--- src/rtl/sm83_pkg.sv ---
// Shared SM83 register-file types.
//   r8_sel_e  : 8-bit register select, hardware operand encoding (6 = none)
//   r16_sel_e : 16-bit register select (BC, DE, HL, SP, AF)
//   idu_sel_e : increment/decrement unit target
//   FLAG_*    : flag positions within the {Z,N,H,C} nibble
//   byte_t / pair_t : byte and {msb,lsb} pair storage types
package sm83_pkg;

  typedef enum logic [2:0] {
    R8_B    = 3'd0,
    R8_C    = 3'd1,
    R8_D    = 3'd2,
    R8_E    = 3'd3,
    R8_H    = 3'd4,
    R8_L    = 3'd5,
    R8_NONE = 3'd6,
    R8_A    = 3'd7
  } r8_sel_e;

  typedef enum logic [2:0] {
    R16_BC = 3'd0,
    R16_DE = 3'd1,
    R16_HL = 3'd2,
    R16_SP = 3'd3,
    R16_AF = 3'd4
  } r16_sel_e;

  typedef enum logic [1:0] {
    IDU_BC = 2'd0,
    IDU_DE = 2'd1,
    IDU_HL = 2'd2,
    IDU_SP = 2'd3
  } idu_sel_e;

  localparam int unsigned FLAG_Z = 3;
  localparam int unsigned FLAG_N = 2;
  localparam int unsigned FLAG_H = 1;
  localparam int unsigned FLAG_C = 0;

  typedef logic [7:0] byte_t;

  typedef struct packed {
    byte_t msb;
    byte_t lsb;
  } pair_t;

  // F only ever holds flags in its upper nibble.
  function automatic byte_t f_clean(byte_t f);
    return {f[7:4], 4'h0};
  endfunction

endpackage

--- src/rtl/sm83_idu.sv ---
// SM83 increment/decrement unit: 16-bit +1 / -1 with natural wrap, no flags.
//   din  : operand
//   dec  : 1 = decrement, 0 = increment
//   dout : result
module sm83_idu (
  input  logic [15:0] din,
  input  logic        dec,
  output logic [15:0] dout
);

  always_comb begin
    dout = dec ? (din - 16'd1) : (din + 16'd1);
  end

endmodule

--- src/rtl/sm83_regfile.sv ---
// SM83 register file: A, F, BC, DE, HL, SP, PC, IR with combinational
// multi-port reads and clocked writes.
//   clk, rst               : clock, synchronous active-high reset
//   rd8_sel/rd8_data       : N_RD8 8-bit read ports (select 6 reads 0)
//   rd16_sel/rd16_data     : N_RD16 16-bit read ports (selects 5-7 read 0)
//   wr8_*, wr16_*          : 8-bit and 16-bit write ports
//   f_wmask/f_wdata        : per-flag writes {Z,N,H,C}
//   idu_*                  : pair/SP post-increment/decrement
//   pc_wen/pc_wdata/pc_inc : PC load / increment
//   ir_wen/ir_wdata        : instruction register load
//   a_q, f_q, pc_q, sp_q, ir_q : direct register views
module sm83_regfile
  import sm83_pkg::*;
#(
  parameter int          N_RD8  = 2,
  parameter int          N_RD16 = 1,
  parameter logic [15:0] RST_AF = 16'h01B0,
  parameter logic [15:0] RST_BC = 16'h0013,
  parameter logic [15:0] RST_DE = 16'h00D8,
  parameter logic [15:0] RST_HL = 16'h014D,
  parameter logic [15:0] RST_SP = 16'hFFFE,
  parameter logic [15:0] RST_PC = 16'h0100
) (
  input  logic                  clk,
  input  logic                  rst,
  input  logic [3*N_RD8-1:0]    rd8_sel,
  output logic [8*N_RD8-1:0]    rd8_data,
  input  logic [3*N_RD16-1:0]   rd16_sel,
  output logic [16*N_RD16-1:0]  rd16_data,
  input  logic                  wr8_en,
  input  logic [2:0]            wr8_sel,
  input  logic [7:0]            wr8_data,
  input  logic                  wr16_en,
  input  logic [2:0]            wr16_sel,
  input  logic [15:0]           wr16_data,
  input  logic [3:0]            f_wmask,
  input  logic [3:0]            f_wdata,
  input  logic                  idu_en,
  input  logic [1:0]            idu_sel,
  input  logic                  idu_dec,
  input  logic                  pc_wen,
  input  logic [15:0]           pc_wdata,
  input  logic                  pc_inc,
  input  logic                  ir_wen,
  input  logic [7:0]            ir_wdata,
  output logic [7:0]            a_q,
  output logic [7:0]            f_q,
  output logic [15:0]           pc_q,
  output logic [15:0]           sp_q,
  output logic [7:0]            ir_q
);

  pair_t bc_q, de_q, hl_q;
  pair_t bc_d, de_d, hl_d;
  byte_t a_d, f_d, ir_d;
  logic [15:0] sp_d, pc_d;
  logic [15:0] idu_src, idu_res;

  // Read ports
  always_comb begin
    rd8_data = '0;
    for (int i = 0; i < N_RD8; i++) begin
      case (rd8_sel[3*i +: 3])
        R8_B:    rd8_data[8*i +: 8] = bc_q.msb;
        R8_C:    rd8_data[8*i +: 8] = bc_q.lsb;
        R8_D:    rd8_data[8*i +: 8] = de_q.msb;
        R8_E:    rd8_data[8*i +: 8] = de_q.lsb;
        R8_H:    rd8_data[8*i +: 8] = hl_q.msb;
        R8_L:    rd8_data[8*i +: 8] = hl_q.lsb;
        R8_A:    rd8_data[8*i +: 8] = a_q;
        default: rd8_data[8*i +: 8] = 8'h00;
      endcase
    end
  end

  always_comb begin
    rd16_data = '0;
    for (int i = 0; i < N_RD16; i++) begin
      case (rd16_sel[3*i +: 3])
        R16_BC:  rd16_data[16*i +: 16] = bc_q;
        R16_DE:  rd16_data[16*i +: 16] = de_q;
        R16_HL:  rd16_data[16*i +: 16] = hl_q;
        R16_SP:  rd16_data[16*i +: 16] = sp_q;
        R16_AF:  rd16_data[16*i +: 16] = {a_q, f_q};
        default: rd16_data[16*i +: 16] = 16'h0000;
      endcase
    end
  end

  // IDU operand
  always_comb begin
    case (idu_sel)
      IDU_BC:  idu_src = bc_q;
      IDU_DE:  idu_src = de_q;
      IDU_HL:  idu_src = hl_q;
      default: idu_src = sp_q;
    endcase
  end

  sm83_idu u_idu (
    .din  (idu_src),
    .dec  (idu_dec),
    .dout (idu_res)
  );

  // Next state. Sources are applied lowest priority first so each higher
  // priority write overrides only the bytes it actually targets; untouched
  // bytes of a pair keep the lower-priority result.
  always_comb begin
    a_d  = a_q;
    f_d  = f_q;
    bc_d = bc_q;
    de_d = de_q;
    hl_d = hl_q;
    sp_d = sp_q;
    pc_d = pc_q;
    ir_d = ir_q;

    if (idu_en) begin
      case (idu_sel)
        IDU_BC:  bc_d = idu_res;
        IDU_DE:  de_d = idu_res;
        IDU_HL:  hl_d = idu_res;
        default: sp_d = idu_res;
      endcase
    end

    for (int i = 0; i < 4; i++) begin
      if (f_wmask[i]) f_d[4+i] = f_wdata[i];
    end

    if (wr8_en) begin
      case (wr8_sel)
        R8_B:    bc_d.msb = wr8_data;
        R8_C:    bc_d.lsb = wr8_data;
        R8_D:    de_d.msb = wr8_data;
        R8_E:    de_d.lsb = wr8_data;
        R8_H:    hl_d.msb = wr8_data;
        R8_L:    hl_d.lsb = wr8_data;
        R8_A:    a_d      = wr8_data;
        default: ;
      endcase
    end

    if (wr16_en) begin
      case (wr16_sel)
        R16_BC: bc_d = wr16_data;
        R16_DE: de_d = wr16_data;
        R16_HL: hl_d = wr16_data;
        R16_SP: sp_d = wr16_data;
        R16_AF: begin
          a_d = wr16_data[15:8];
          f_d = f_clean(wr16_data[7:0]);
        end
        default: ;
      endcase
    end

    if (pc_wen)      pc_d = pc_wdata;
    else if (pc_inc) pc_d = pc_q + 16'd1;

    if (ir_wen) ir_d = ir_wdata;
  end

  always_ff @(posedge clk) begin
    if (rst) begin
      a_q  <= RST_AF[15:8];
      f_q  <= f_clean(RST_AF[7:0]);
      bc_q <= RST_BC;
      de_q <= RST_DE;
      hl_q <= RST_HL;
      sp_q <= RST_SP;
      pc_q <= RST_PC;
      ir_q <= 8'h00;
    end else begin
      a_q  <= a_d;
      f_q  <= f_d;
      bc_q <= bc_d;
      de_q <= de_d;
      hl_q <= hl_d;
      sp_q <= sp_d;
      pc_q <= pc_d;
      ir_q <= ir_d;
    end
  end

endmodule

--- config.mk ---
export PLATFORM = sky130hd
export DESIGN_NAME = sm83_regfile
export DESIGN_NICKNAME = d
export VERILOG_FILES = /design/src/rtl/sm83_pkg.sv /design/src/rtl/sm83_idu.sv /design/src/rtl/sm83_regfile.sv
export SDC_FILE = /design/constraint.sdc
export NUM_CORES = 1
export LEC_CHECK = 0
export ABC_AREA = 1
export BUFFER_PORTS_ARGS = -buffer_cell sky130_fd_sc_hd__buf_4
export CORE_UTILIZATION = 50
export CTS_CLUSTER_SIZE = 24
export DETAILED_ROUTE_END_ITERATION = 7
export HOLD_SLACK_MARGIN = 0.05
export PLACE_DENSITY = 0.86
export SKIP_CTS_REPAIR_TIMING = 1
export SLEW_MARGIN = 10
export SYNTH_ARGS = -nofsm -noshare
export SYNTH_HDL_FRONTEND = slang
export SYNTH_SLANG_ARGS = --single-unit
export TNS_END_PERCENT = 1
--- constraint.sdc ---
create_clock -name clk -period 2.59 [get_ports clk]
set_clock_uncertainty 0.15 [all_clocks]
set_input_delay 0.259 -clock clk [delete_from_list [all_inputs] [get_ports clk]]
set_output_delay 0.259 -clock clk [all_outputs]
set_load 0.005 [all_outputs]
Word-level counts from Yosys, hierarchy flattened
Cells that the tools add are included.
- equality and inequality tests: 28
- reductions and logical operators: 8
- $add $sub $neg: 3
- mux-type cells: 42
- operators with widths (cell ; number):
    2-to-1 mux 16 bit ; 22
    one-hot mux 8 bit (7 select lines) ; 2
    2-to-1 mux 8 bit ; 12
    one-hot mux 16 bit (5 select lines) ; 1
    one-hot mux 16 bit (3 select lines) ; 1
    equality test 3 bit, second input constant ; 11
    adder 16 x 1 -> 16 bit, second input constant ; 2
    equality test 3 x 2 -> 1 bit, second input constant ; 10
    subtractor 16 x 1 -> 16 bit, second input constant ; 1
    equality test 3 x 1 -> 1 bit, second input constant ; 5
    zero test 3 bit ; 5
    2-to-1 mux 1 bit ; 4
    OR reduction 3 bit ; 1
    equality test 2 x 1 -> 1 bit, second input constant ; 1
    equality test 2 bit, second input constant ; 1
    zero test 2 bit ; 1
    nonzero test 2 bit ; 1
- output and inout bits: 88
- input port bits: 82
- flip-flop bits (word level): 100

Logic depth before layout (Yosys ltp)
- depth after elaboration: 10
- depth in mapped cells: 22
- gate-level depth less buffers: 21

Cells and area by module
Synthesis repeated with hierarchy kept, for this count alone.
- cells, all modules: 1288
- area total of the unflattened synthesis: 7828.8 um^2
- by module, submodules not included (module ; area an instance (um^2) ; times used ; cells an instance):
    sm83_regfile ; 6906.6 ; 1 ; 1112
    sm83_idu ; 922.1 ; 1 ; 176

Least setup slack after synthesis
No wires, ideal clock.
- kind: input port to flip-flop
- from: input idu_sel[1]
- to: register bc_q[8] (netlist name)
- arrival time: 2.399 ns
- library setup time: 0.128 ns
- stages: 17
- data required time: 2.312 ns
- path slack: -0.088 ns
- cells stage by stage: inv_1 > nand2_1 > clkbuf_1 > inv_1 > nand2_1 > o211ai_1 > o21ai_0 > inv_1 > ha_1 > a21oi_1 > nand2_1 > a21oi_1 > o21ai_1 > xnor2_1 > nor2_1 > o21ai_0 > a21oi_1
- cells in the longest elaborated chain, start to end: 10
- elaborated cells between the ends (all ways): 13
- classes of those cells: add/sub: 2; eq/ne: 2; mux: 8; reduce/logical: 1
- RTL lines (what ; line ; text):
    start, declared ; sm83_regfile.sv:39 ; input logic [1:0] idu_sel,
    equality test 2 bit, or another cell as far along ; sm83_regfile.sv:92 ; case (idu_sel)
    one-hot mux 16 bit (3 select lines) ; sm83_regfile.sv:92 ;
    adder 16 x 1 -> 16 bit or subtractor 16 x 1 -> 16 bit (tied branches) ; sm83_idu.sv:12 ; dout = dec ? (din - 16'd1) : (din + 16'd1);
    2-to-1 mux 16 bit ; sm83_idu.sv:12 ;
    2-to-1 mux 16 bit * ; sm83_regfile.sv:120 ; case (idu_sel)
    2-to-1 mux 16 bit * ; sm83_regfile.sv:119 ; if (idu_en) begin
    2-to-1 mux 8 bit ; sm83_regfile.sv:133 ; case (wr8_sel)
    2-to-1 mux 16 bit * ; sm83_regfile.sv:132 ; if (wr8_en) begin
    2-to-1 mux 16 bit ; sm83_regfile.sv:146 ; case (wr16_sel)
    2-to-1 mux 16 bit * ; sm83_regfile.sv:145 ; if (wr16_en) begin
    end signal, assigned ; sm83_regfile.sv:169 ; bc_q <= RST_BC;
    end signal, assigned ; sm83_regfile.sv:178 ; bc_q <= bc_d;
    end, declared ; sm83_regfile.sv:53 ; pair_t bc_q, de_q, hl_q;
Mark *: on every way between the ends. The rest lies on a longest branch, timed or not.
A chain may end at the register's enable or synchronous reset.

Worst setup path in the final report
- from: register hl_q[2] (netlist name)
- to: register de_q[3] (netlist name)
- cells in the longest elaborated chain, start to end: 9
- elaborated cells between the ends (all ways): 10
- classes of those cells: add/sub: 2; mux: 8
- RTL lines (what ; line ; text):
    start, declared ; sm83_regfile.sv:53 ;
    start signal, assigned ; sm83_regfile.sv:180 ; hl_q <= hl_d;
    one-hot mux 16 bit (3 select lines) * ; sm83_regfile.sv:92 ;
    adder 16 x 1 -> 16 bit or subtractor 16 x 1 -> 16 bit (tied branches) ; sm83_idu.sv:12 ;
    2-to-1 mux 16 bit * ; sm83_idu.sv:12 ;
    2-to-1 mux 16 bit * ; sm83_regfile.sv:120 ;
    2-to-1 mux 16 bit * ; sm83_regfile.sv:119 ;
    2-to-1 mux 8 bit ; sm83_regfile.sv:133 ;
    2-to-1 mux 16 bit * ; sm83_regfile.sv:132 ;
    2-to-1 mux 16 bit ; sm83_regfile.sv:146 ;
    2-to-1 mux 16 bit * ; sm83_regfile.sv:145 ;
    end signal, assigned ; sm83_regfile.sv:170 ; de_q <= RST_DE;
    end signal, assigned ; sm83_regfile.sv:179 ; de_q <= de_d;
    end, declared ; sm83_regfile.sv:53 ;
Marks and branches as above.

==> flow_summary.toml <==
[sta]
fin_tns_setup_ns = -0.0309
rsz0062_at_grt = "yes"
fin_crit_sh = 1.01
holdWs_ns = 0.0302
min_period_ns = 2.60
worstMarginPinSlew_ns = 1.23
setup_violations = 3
relSlewSlack = 0.177
clock.fmax_mhz = 384
setup_ws_ns = -0.0144
report.final.slew_viol_count = 0
hold_viol_final = 0

[drt]
drtIter0Drc = 1491
drtAntennaViolNets = 0
viasPerCell = 6.20
routed_wl_mm = 39.0
routedWlPerCell_um = 22.5
vias = 10700
drc = 0
firstDrtPassIters = 8

[status]
violations = "setup timing"
status = "complete, but fails checks"

[grt]
grt_start_max_net_pins = 46
grt_pass1_wl_mm = 55.4
grt_pass1_vias = 9648
antenna_found_initial = 0
grt.busiest_layer = "met2"
grtUsageMet1 = 0.541
use_met3 = 0.0995
grt.overflow.total = 0
grtUsageMet2 = 0.746
grtUsageTotal = 0.463

[pwr]
leakagePower_nw = 5.23
ir_drop_uv = 369
power_mw = 5.41
powerDensity_mw_per_mm2 = 490

[worst_setup_path]
cp.arrival_ns = 2.75
cp-start-kind = "flop"
r2r_setup_slack_ns = -0.01
cp_max_fo = 3
required_ns = 2.74
criticalPathCategory = "reg -> reg"
cp-end-kind = "flop"

[layout]
multi_input_area_sq_mm = 0.00501
final_common_cell = "buf_4"
nets = 1641
area_delta_synth_final_pct = 42.3
fillers = 1219
insertedDiodeCount = 0
drive_gt1_frac = 0.282
final_util = 0.728
final_cell_mix = "buf_4, nand2_1, inv_1"
layout.area.seq_sq_mm = 0.00203

[clock_tree]
cts_made_buffers = 9
clock-root-buffer = "clkbuf_16"
cts_buffer_depth = 2
cts.sinks = 100
htree_levels = 3
tritoncts = "built"
clk_pin_slew_worst_paths_ns = 0.08
clk_latency_ns = 0.37

[synth]
ys_warn_count = 0
netlist-cell-type-count = 44
synth.cell_area_sq_mm = 0.00775
yosysSeqAreaShare = 0.258
ys_ff_latch = 100
synthCells = 1236
synth_edf_count = 0
synth_area_per_cell_sq_um = 6.27
synth_top_flop_cell = "dfxtp_1"
async_flop_share = 0

[worst_hold_path]
hp-class = "in -> reg"

[placed_design]
hpwl_mm = 28.5
port-buffer-count = 165
gp_congestion = 1.06

[flow_run]
max_cap_viol_count = 0

[die]
std_cell_rows = 45
die_area_sq_mm = 0.0160
core_area_sq_mm = 0.0151
chipHeight_um = 127
dieWidth_um = 127
boundaryPins = 170
initial_utilization = 0.512
-- final cells by class --
cell class              instances  share of cell area
repair buffers                345               0.242
inverters                     212              0.0724
multi-input cells             873               0.454
clock inverters                 6             0.00499
well taps                     188              0.0213
flip-flops and latches        100               0.184
clock buffers                   9              0.0204
-- Yosys cell counts (18+ instances only) --
library cell	n	share of area
a221oi_1	23	0.026
o211ai_1	34	0.033
nor3_1	18	0.012
clkbuf_1	43	0.021
a21oi_1	76	0.049
dfxtp_1	100	0.26
nand3_1	61	0.039
nand2_1	237	0.11
o221ai_1	20	0.023
o21ai_0	167	0.11
o22ai_1	38	0.031
inv_1	205	0.099
nor2_1	72	0.035
-- flip-flops by register name, indices dropped and copies added, names as in the netlist --
| name | cells |
|---|---|
| bc_q | 16 |
| de_q | 16 |
| hl_q | 16 |
| pc_q | 16 |
| sp_q | 16 |
| a_q | 8 |
| ir_q | 8 |
| f_q | 4 |
-- worst max-delay path, stage by stage, from the launching register on --
cell      delay [ns]
dfxtp_2         0.35
o21ai_2         0.15
o221ai_2        0.10
o21ai_1         0.08
inv_1           0.07
ha_2            0.33
buf_4           0.12
nand2_1         0.05
inv_1           0.06
nand3_2         0.09
nand2_4         0.11
xor2_1          0.33
buf_4           0.21
nor2_1          0.04
o22ai_1         0.15
nand2_1         0.07
nand3_1         0.08
-- report_power, final --
| group | leakage, nW | internal [mW] | switching [mW] | total [mW] |
|---|---|---|---|---|
| combinational | 4.26 | 0.992 | 1.25 | 2.24 |
| sequential | 0.828 | 1.66 | 0.115 | 1.78 |
| clock | 0.139 | 0.670 | 0.717 | 1.39 |
-- final timing paths --
kind | startpoint | end | cells past startpoint
worst min register to register | ir_q[4] | ir_q[4] | 2
worst min-delay path | pc_wdata[3] | pc_q[3] | 3
worst max register to register | hl_q[2] | de_q[3] | 16
worst max-delay path | hl_q[2] | de_q[3] | 16
-- per-layer routing --
layer  share of wire  up-vias
li1                -     4801
met1            0.36     4847
met2            0.44      860
met3            0.10      241
met4           0.096        0
met5               0        -
-- cell families (layout without fill, tap and decap cells) --
family	after synthesis	after routing	share of synthesized area
xor+xnor	20	20	0.0245
flops	100	100	0.258
simple gates	417	417	0.230
compound gates	414	414	0.323
buf+inv	266	572	0.133
fa+ha+maj	18	18	0.0300
other cells	1	4	0.000484
-- through the flow --
stage,std cells,setup WS (ns),area [sq um]
6_report,1733,-0.0144,11000
5_1_grt,1733,-0.157,11000
4_1_cts,1703,-0.0208,10400
3_5_place_dp,1688,-0.277,10200
3_3_place_gp,1688,-0.239,10200
2_1_floorplan,1239,0.0342,7780
Power figures use the tool's default switching activity.
